==> config.mk <==
export PLATFORM = sky130hd
export DESIGN_NAME = tick_generator
export DESIGN_NICKNAME = d
export VERILOG_FILES = /design/src/rtl/tick_generator.sv
export SDC_FILE = /design/constraint.sdc
export NUM_CORES = 1
export LEC_CHECK = 0
export ABC_CLOCK_PERIOD_IN_PS = 3600
export CAP_MARGIN = 20
export CORE_MARGIN = 2
export CORE_UTILIZATION = 59
export DETAILED_ROUTE_END_ITERATION = 8
export DONT_BUFFER_PORTS = 1
export PLACE_DENSITY = 0.76
export SYNTH_ARGS = -nofsm -noshare
export SYNTH_HDL_FRONTEND = slang
export SYNTH_SLANG_ARGS = --single-unit
==> constraint.sdc <==
create_clock -name CLOCK_50 -period 3.6 [get_ports CLOCK_50]
set_clock_uncertainty 0.05 [all_clocks]
set_input_delay 0.36 -clock CLOCK_50 [delete_from_list [all_inputs] [get_ports CLOCK_50]]
set_output_delay 0.36 -clock CLOCK_50 [all_outputs]
set_load 0.05 [all_outputs]
==> src/rtl/tick_generator.sv <==
// Programmable one-cycle enable source for the display counter:
// four tick rates, run/pause and single-step from a pushbutton.
module tick_generator #(
  parameter int CLK_HZ = 50_000_000,
  parameter int CNT_W  = 28
) (
  input  logic       CLOCK_50,
  input  logic       clear_n,
  input  logic [1:0] rate_sel,
  input  logic       run,
  input  logic       step_n,
  output logic       enable,
  output logic       running
);

  typedef enum logic {
    PAUSED,
    RUNNING
  } state_t;

  localparam logic [CNT_W-1:0] LD_1 = CNT_W'(CLK_HZ - 1);
  localparam logic [CNT_W-1:0] LD_2 = CNT_W'(2 * CLK_HZ - 1);
  localparam logic [CNT_W-1:0] LD_4 = CNT_W'(4 * CLK_HZ - 1);

  function automatic logic [CNT_W-1:0] load_of(
    input logic [1:0] r
  );
    case (r)
      2'b01:   load_of = LD_1;
      2'b10:   load_of = LD_2;
      2'b11:   load_of = LD_4;
      default: load_of = '0;
    endcase
  endfunction

  state_t           state, state_n;
  logic [CNT_W-1:0] cnt, cnt_n;
  logic [1:0]       rate_q, rate_n;
  logic             en_n;

  logic run_m, run_s;
  logic step_m, step_s, step_h;
  logic step_fall;

  always_ff @(posedge CLOCK_50 or negedge clear_n) begin
    if (!clear_n) begin
      run_m  <= 1'b0;
      run_s  <= 1'b0;
      step_m <= 1'b1;
      step_s <= 1'b1;
      step_h <= 1'b1;
    end else begin
      run_m  <= run;
      run_s  <= run_m;
      step_m <= step_n;
      step_s <= step_m;
      step_h <= step_s;
    end
  end

  // A falling edge of the synced button, seen once per press.
  assign step_fall = step_h & ~step_s;

  always_ff @(posedge CLOCK_50 or negedge clear_n) begin
    if (!clear_n) begin
      state   <= PAUSED;
      cnt     <= '0;
      rate_q  <= 2'b00;
      enable  <= 1'b0;
      running <= 1'b0;
    end else begin
      state   <= state_n;
      cnt     <= cnt_n;
      rate_q  <= rate_n;
      enable  <= en_n;
      running <= (state_n == RUNNING);
    end
  end

  always_comb begin
    state_n = state;
    cnt_n   = cnt;
    rate_n  = rate_q;
    en_n    = 1'b0;
    case (state)
      PAUSED: begin
        rate_n = rate_sel;
        if (run_s) begin
          state_n = RUNNING;
          cnt_n   = load_of(rate_sel);
        end else if (step_fall) begin
          en_n = 1'b1;
        end
      end
      RUNNING: begin
        if (!run_s) begin
          state_n = PAUSED;
        end else if (rate_sel != rate_q) begin
          rate_n = rate_sel;
          cnt_n  = load_of(rate_sel);
        end else if (cnt == '0) begin
          en_n  = 1'b1;
          cnt_n = load_of(rate_q);
        end else begin
          cnt_n = cnt - CNT_W'(1);
        end
      end
      default: state_n = PAUSED;
    endcase
  end

endmodule

==> impl_metrics.json, run 1 <==
{
  "status": "complete, no violations",
  "cp.buffers_inverters": 1,
  "cp.arrival_ns": 2.91,
  "crit_family": "simple AND/OR/NAND/NOR gates",
  "row_count": 23,
  "p_clk_share_pct": 34.1,
  "pwr-share-comb_pct": 17.8,
  "first_global_vias": 2011,
  "cts.sinks": 37,
  "setup_viol": 0,
  "timing.slew.headroom_pct": 40.5,
  "pin_count": 8,
  "syn_area_per_cell_sq_um": 9.01,
  "fillers": 338,
  "place_congestion": 0.942,
  "cts_buffers": 5,
  "final_cells": 310,
  "tritoncts": "yes",
  "cpMaxStageDelayCell": "or4b_1",
  "drt-wirelength-per-cell_um": 19.7,
  "vias": 2188,
  "r2r-end": "cnt[24]$_DFFE_PN0P_",
  "crit_required_ns": 3.77,
  "stdcell_area_sq_mm": 0.00254,
  "syn_area_sq_mm": 0.00238,
  "first_pass_iters": 5,
  "min_path_type": "in2reg",
  "grt_usage_pct": 30.2,
  "worstSkewPairLatency_ns": 0.30,
  "cts_max_level": 2,
  "path_max_fanout": 9,
  "dpl_worst_slack_ns": 0.903,
  "area_growth_pct": 6.89,
  "synthCells": 264,
  "ys_ff_latch": 37,
  "dieArea_sq_mm": 0.00456,
  "dieWidth_um": 67.5,
  "diodes": 0,
  "rsz0062_at_grt": "no",
  "reg2regPathDepth": 7,
  "cts_resized": 0,
  "cp.depth": 7,
  "crit_start": "cnt[0]$_DFFE_PN0P_",
  "synth_cell_type_count": 50,
  "synth_flop_cell": "dfrtp_1",
  "max_stage_delay_ns": 0.65,
  "grt_pass1_wl_um": 10200,
  "vias_per_cell": 7.06,
  "globalRouteOverflowTotal": 0,
  "hold_viol_final": 0,
  "max_freq_ghz": 0.366,
  "drc_errors": 0,
  "power_density_mw_per_mm2": 428,
  "final_util_pct": 64.5,
  "clk_pin_slew_ns": 0.08,
  "antenna_found_initial": 0,
  "syn_nets": 280,
  "power_leakage_nw": 0.991,
  "crit_path_cell_trace": "inv_1 > ha_1 > or4b_1 > or3_4 > or2_1 > o41a_1 > o2bb2ai_1",
  "hpwl_um": 4230,
  "totalWireLength_um": 6110,
  "cts-root-buf": "clkbuf_8",
  "placed_cells": 299,
  "port_buffers": 0,
  "switchingPower_uw": 338,
  "async_flop_share_pct": 100,
  "switching_share_pct": 31.1,
  "yosys_warnings": 0,
  "start_util_pct": 60.3,
  "layout.nets": 275,
  "internal_power_uw": 750,
  "drv_cap": 0,
  "worst_pin_slew_ns": 0.885,
  "synth_edf_count": 0,
  "reg2reg_slack_ns": 0.86,
  "timing.rr.start": "cnt[0]$_DFFE_PN0P_",
  "cts_setup_buffers": 0,
  "cp-start-kind": "flop",
  "drt_first_iter_violations": 233,
  "route.antenna.remaining_nets": 0,
  "layout-drive-gt1-share_pct": 9.23,
  "critical_path_class": "reg2reg",
  "period_share_pct": 76.0,
  "crit_end": "cnt[24]$_DFFE_PN0P_",
  "clock_path_buffers": 2,
  "cts_hold_buf": 3,
  "yosysSeqAreaShare_pct": 39.1,
  "dpl_cell_area_sq_mm": 0.00239,
  "fin_tns_setup_ns": 0,
  "grt_max_degree": 38,
  "setup_ws_ns": 0.865,
  "seqPwrFrac_pct": 48.1,
  "fin_crit_ns": 2.74,
  "core_sq_mm": 0.00394,
  "drv_slew": 0,
  "endpoint_kind": "flop",
  "ir_drop_mv": 0.262,
  "die_height_um": 67.5
}
sequential cells by signal, summed over array words and instances (netlist names):
register,count
enable,1
step_s,1
rate_q,2
run_s,1
cnt,28
step_h,1
step_m,1
run_m,1
state,1
layout by cell type (no fill, tap or decap), types with 5 or more instances in the layout:
cell type	count
nor3_1	18
inv_1	11
buf_4	5
nor2_1	20
o22ai_1	9
nor4_1	11
nand2_1	13
o31ai_1	11
a31oi_1	11
dfrtp_1	34
o2bb2ai_1	8
ha_1	10
clkbuf_8	5
nand4_1	5
o31a_1	7
a21oi_1	5
or3_1	5
o21ai_0	13
synth_stat cells (all sizes together) (7+ instances only):
library cell / n / area [sq um]
a31oi: 11 / 68.8
nor3: 18 / 90.1
inv: 11 / 41.3
dfrtp: 34 / 851
clkbuf: 17 / 63.8
o2bb2ai: 8 / 70.1
nor4: 12 / 81.3
nand2: 13 / 48.8
o22ai: 9 / 56.3
o31ai: 11 / 82.6
o31a: 7 / 61.3
o21ai: 14 / 70.1
ha: 10 / 125
nor2: 20 / 75.1
logic make-up after synthesis:
logic type               share of synthesized area (%)
AO/OA/AOI/OAI                                     27.2
XOR/XNOR                                          1.10
adder cells (fa/ha/maj)                           5.26
buffers and inverters                             5.58
flip-flops                                        39.1
multiplexers                                     0.421
AND/OR/NAND/NOR                                   21.3
per-stage QoR:
step                      power [mW]  hold WS (ns)
after global placement         0.702        0.0152
after global routing            1.14        0.0206
after detailed placement       0.707        0.0154
after CTS                       1.09        0.0238
after floorplan                0.660        0.0144
final                           1.09        0.0259
power by group through the flow:
stage	logic (mW)	clock network [mW]	registers, mW
2_1_floorplan	0.151	0	0.508
3_3_place_gp	0.173	0	0.528
5_1_grt	0.218	0.390	0.531
6_report	0.194	0.371	0.524
4_1_cts	0.192	0.376	0.522
3_5_place_dp	0.177	0	0.529
cell type report:
type	instances	area [sq um]	area share, %
inverter	11	41.3	1.62
clock inverter	3	46.3	1.82
multi-input combinational	196	1320	51.8
clock buffer	5	68.8	2.71
timing repair buffer	8	77.6	3.05
tap	50	62.6	2.46
sequential	37	930	36.6
layer usage:
| metal | vias up | GRT usage [%] | share of wire (%) |
|---|---|---|---|
| li1 | 1010 | - | - |
| met1 | 1063 | 41.3 | 44 |
| met2 | 103 | 47.3 | 46 |
| met3 | 12 | 7.00 | 7.0 |
| met4 | 0 | 9.69 | 2.2 |
| met5 | - | 0 | 0 |
worst min path at each step:
stage,slack [ns],start,cells past startpoint,end
final,0.03,run,0,run_m$_DFF_PN0_
after global routing,0.02,run,0,run_m$_DFF_PN0_
after CTS,0.02,run,0,run_m$_DFF_PN0_
after detailed placement,0.02,clear_n,0,cnt[14]$_DFFE_PN0P_
after global placement,0.02,clear_n,0,cnt[21]$_DFFE_PN0P_
after floorplan,0.01,clear_n,0,cnt[0]$_DFFE_PN0P_
Note: power is estimated with default switching activity, not from simulation.
==> run 2: changes to the inputs <==
ABC_CLOCK_PERIOD_IN_PS = 2700   (was 3600)
clock period = 2.7 ns   (was 3.6 ns; I/O delays follow)
==> impl_metrics.json, run 2 (same netlist as run 1, synthesis figures left out) <==
{
  "whs_ns": 0.0488,
  "layout.nets": 288,
  "multiInputGateArea_sq_mm": 0.00132,
  "grt_usage_pct": 30.6,
  "timing.slew.headroom_pct": 45.0,
  "setup_viol": 0,
  "drc_errors": 0,
  "dieWidth_um": 67.5,
  "layout-drive-gt1-share_pct": 13.2,
  "totalWireLength_um": 6300,
  "power_density_mw_per_mm2": 559,
  "hold_viol_final": 0,
  "drv_cap": 0,
  "drt-wirelength-per-cell_um": 19.5,
  "globalRouteOverflowTotal": 0,
  "drv_slew": 0,
  "switching_share_pct": 30.0,
  "regArea_sq_um": 930,
  "reg2reg_slack_ns": 0.12,
  "clock_path_buffers": 2,
  "crit_path_cell_trace": "nor4_1 > nand4_1 > buf_4 > o31ai_1 > buf_4 > a31oi_1 > o22ai_1",
  "die_height_um": 67.5,
  "critical_path_class": "reg2reg",
  "diodes": 0,
  "crit_start": "cnt[18]$_DFFE_PN0P_",
  "route.antenna.remaining_nets": 0,
  "place_congestion": 0.920,
  "ir_drop_mv": 0.326,
  "top_regs": "cnt: 28 flops, rate_q: 2 flops",
  "min_path_type": "in2reg",
  "path_max_fanout": 7,
  "drt_first_iter_violations": 264,
  "grt_pass1_wl_um": 10300,
  "pin_count": 8,
  "pwr-share-comb_pct": 18.9,
  "min_from": "rate_sel[1]",
  "cts-root-buf": "clkbuf_8",
  "cp-start-kind": "flop",
  "largest_reg_flops": 28,
  "clk_pin_slew_ns": 0.09,
  "cts_max_level": 2,
  "vias_per_cell": 7.06,
  "cp.arrival_ns": 2.73,
  "cpMaxStageDelayCell": "nor4_1",
  "max_freq_ghz": 0.388,
  "tritoncts": "yes",
  "rsz0062_at_grt": "no",
  "antenna_found_initial": 0,
  "first_global_vias": 2183,
  "internal_power_mw": 1.04,
  "endpoint_kind": "flop",
  "fin_tns_setup_ns": 0,
  "p_clk_share_pct": 34.1,
  "first_pass_iters": 5,
  "power_leakage_nw": 1.05,
  "core_sq_mm": 0.00394,
  "seqPwrFrac_pct": 47.0,
  "worst_pin_slew_ns": 0.818,
  "start_util_pct": 60.3,
  "area_growth_pct": 11.3,
  "timing.rr.start": "cnt[18]$_DFFE_PN0P_",
  "row_count": 23,
  "fin_crit_ns": 2.58,
  "timing.critical_path.mode_cell": "buf_4",
  "grt_max_degree": 38,
  "cp.buffers_inverters": 2,
  "crit_required_ns": 2.85,
  "crit_family": "simple AND/OR/NAND/NOR gates",
  "max_stage_delay_ns": 0.54,
  "worstSkewPairLatency_ns": 0.30,
  "hpwl_um": 4480,
  "period_share_pct": 95.5,
  "dieArea_sq_mm": 0.00456,
  "cts_buffers": 5,
  "switchingPower_uw": 445,
  "cts_setup_buffers": 0,
  "cts.sinks": 37,
  "vias": 2281,
  "fillers": 295,
  "top_register": "cnt",
  "status": "complete, no violations",
  "mostFrequentLayoutCells": "dfrtp_1 (34), nor2_1 (20), nor3_1 (18), buf_4 (17)",
  "final_common_cell": "dfrtp_1",
  "port_buffers": 0
}
==> run 2: changes by cell type in the layout (fill, tap and decap cells not counted), sizes merged <==
cell,before,now
buf,6,18
clkbuf,5,6
clkinv,1,0
dlygate4sd3,2,3
==> run 2: final cells by class <==
class | instances | share of cell area (%)
inverters | 11 | 1.56
repair buffers | 21 | 6.71
clock buffers | 6 | 3.12
well taps | 50 | 2.36
multi-input cells | 196 | 49.7
clock inverters | 2 | 1.42
flip-flops and latches | 37 | 35.1
==> run 2: through the flow <==
step                      power, mW  setup WS [ns]  area [sq um]  cells  util, %
after detailed placement      0.961          0.190          2480    311     62.8
after global routing           1.55         0.0672          2650    323     67.2
after global placement        0.952          0.262          2480    311     62.8
final                          1.48          0.122          2650    323     67.2
after floorplan               0.879          0.129          2380    264        -
after CTS                      1.48          0.179          2650    323     67.2
==> run 2: path summary, 6_finish.rpt <==
path | end | cells after the start
setup / recovery | cnt[2]$_DFFE_PN0P_ | 7
hold / removal | rate_q[1]$_DFFE_PN0P_ | 2
setup reg to reg | cnt[2]$_DFFE_PN0P_ | 7
hold reg to reg | step_h$_DFF_PN1_ | 0
max in group asynchronous | step_m$_DFF_PN1_ | 2
min in group asynchronous | cnt[21]$_DFFE_PN0P_ | 2
==> run 2: repair_timing <==
item                      in CTS  in global routing
hold endpoints to repair      39                  0
gates resized for setup        0                  0
hold buffers                   4                  0
==> run 2: worst register-to-register path: stages (launching register included) <==
cell     delay (ns)
dfrtp_1        0.47
nor4_1         0.54
nand4_1        0.31
buf_4          0.24
o31ai_1        0.39
buf_4          0.23
a31oi_1        0.05
o22ai_1        0.20
==> run 2: per-layer routing <==
layer | GRT usage [%] | vias up | share of wire, %
met5 | 0 | - | 0
met4 | 12.0 | 0 | 2.6
met3 | 7.33 | 22 | 8.0
met2 | 47.8 | 122 | 46
met1 | 40.8 | 1091 | 44
li1 | - | 1046 | -
==> run 2: power groups by stage <==
stage / Combinational [mW] / Clock, mW / Sequential, mW
floorplan: 0.201 / 0 / 0.678
global placement: 0.250 / 0 / 0.702
detailed placement: 0.255 / 0 / 0.705
CTS: 0.276 / 0.512 / 0.694
global route: 0.311 / 0.532 / 0.706
finish: 0.279 / 0.505 / 0.696
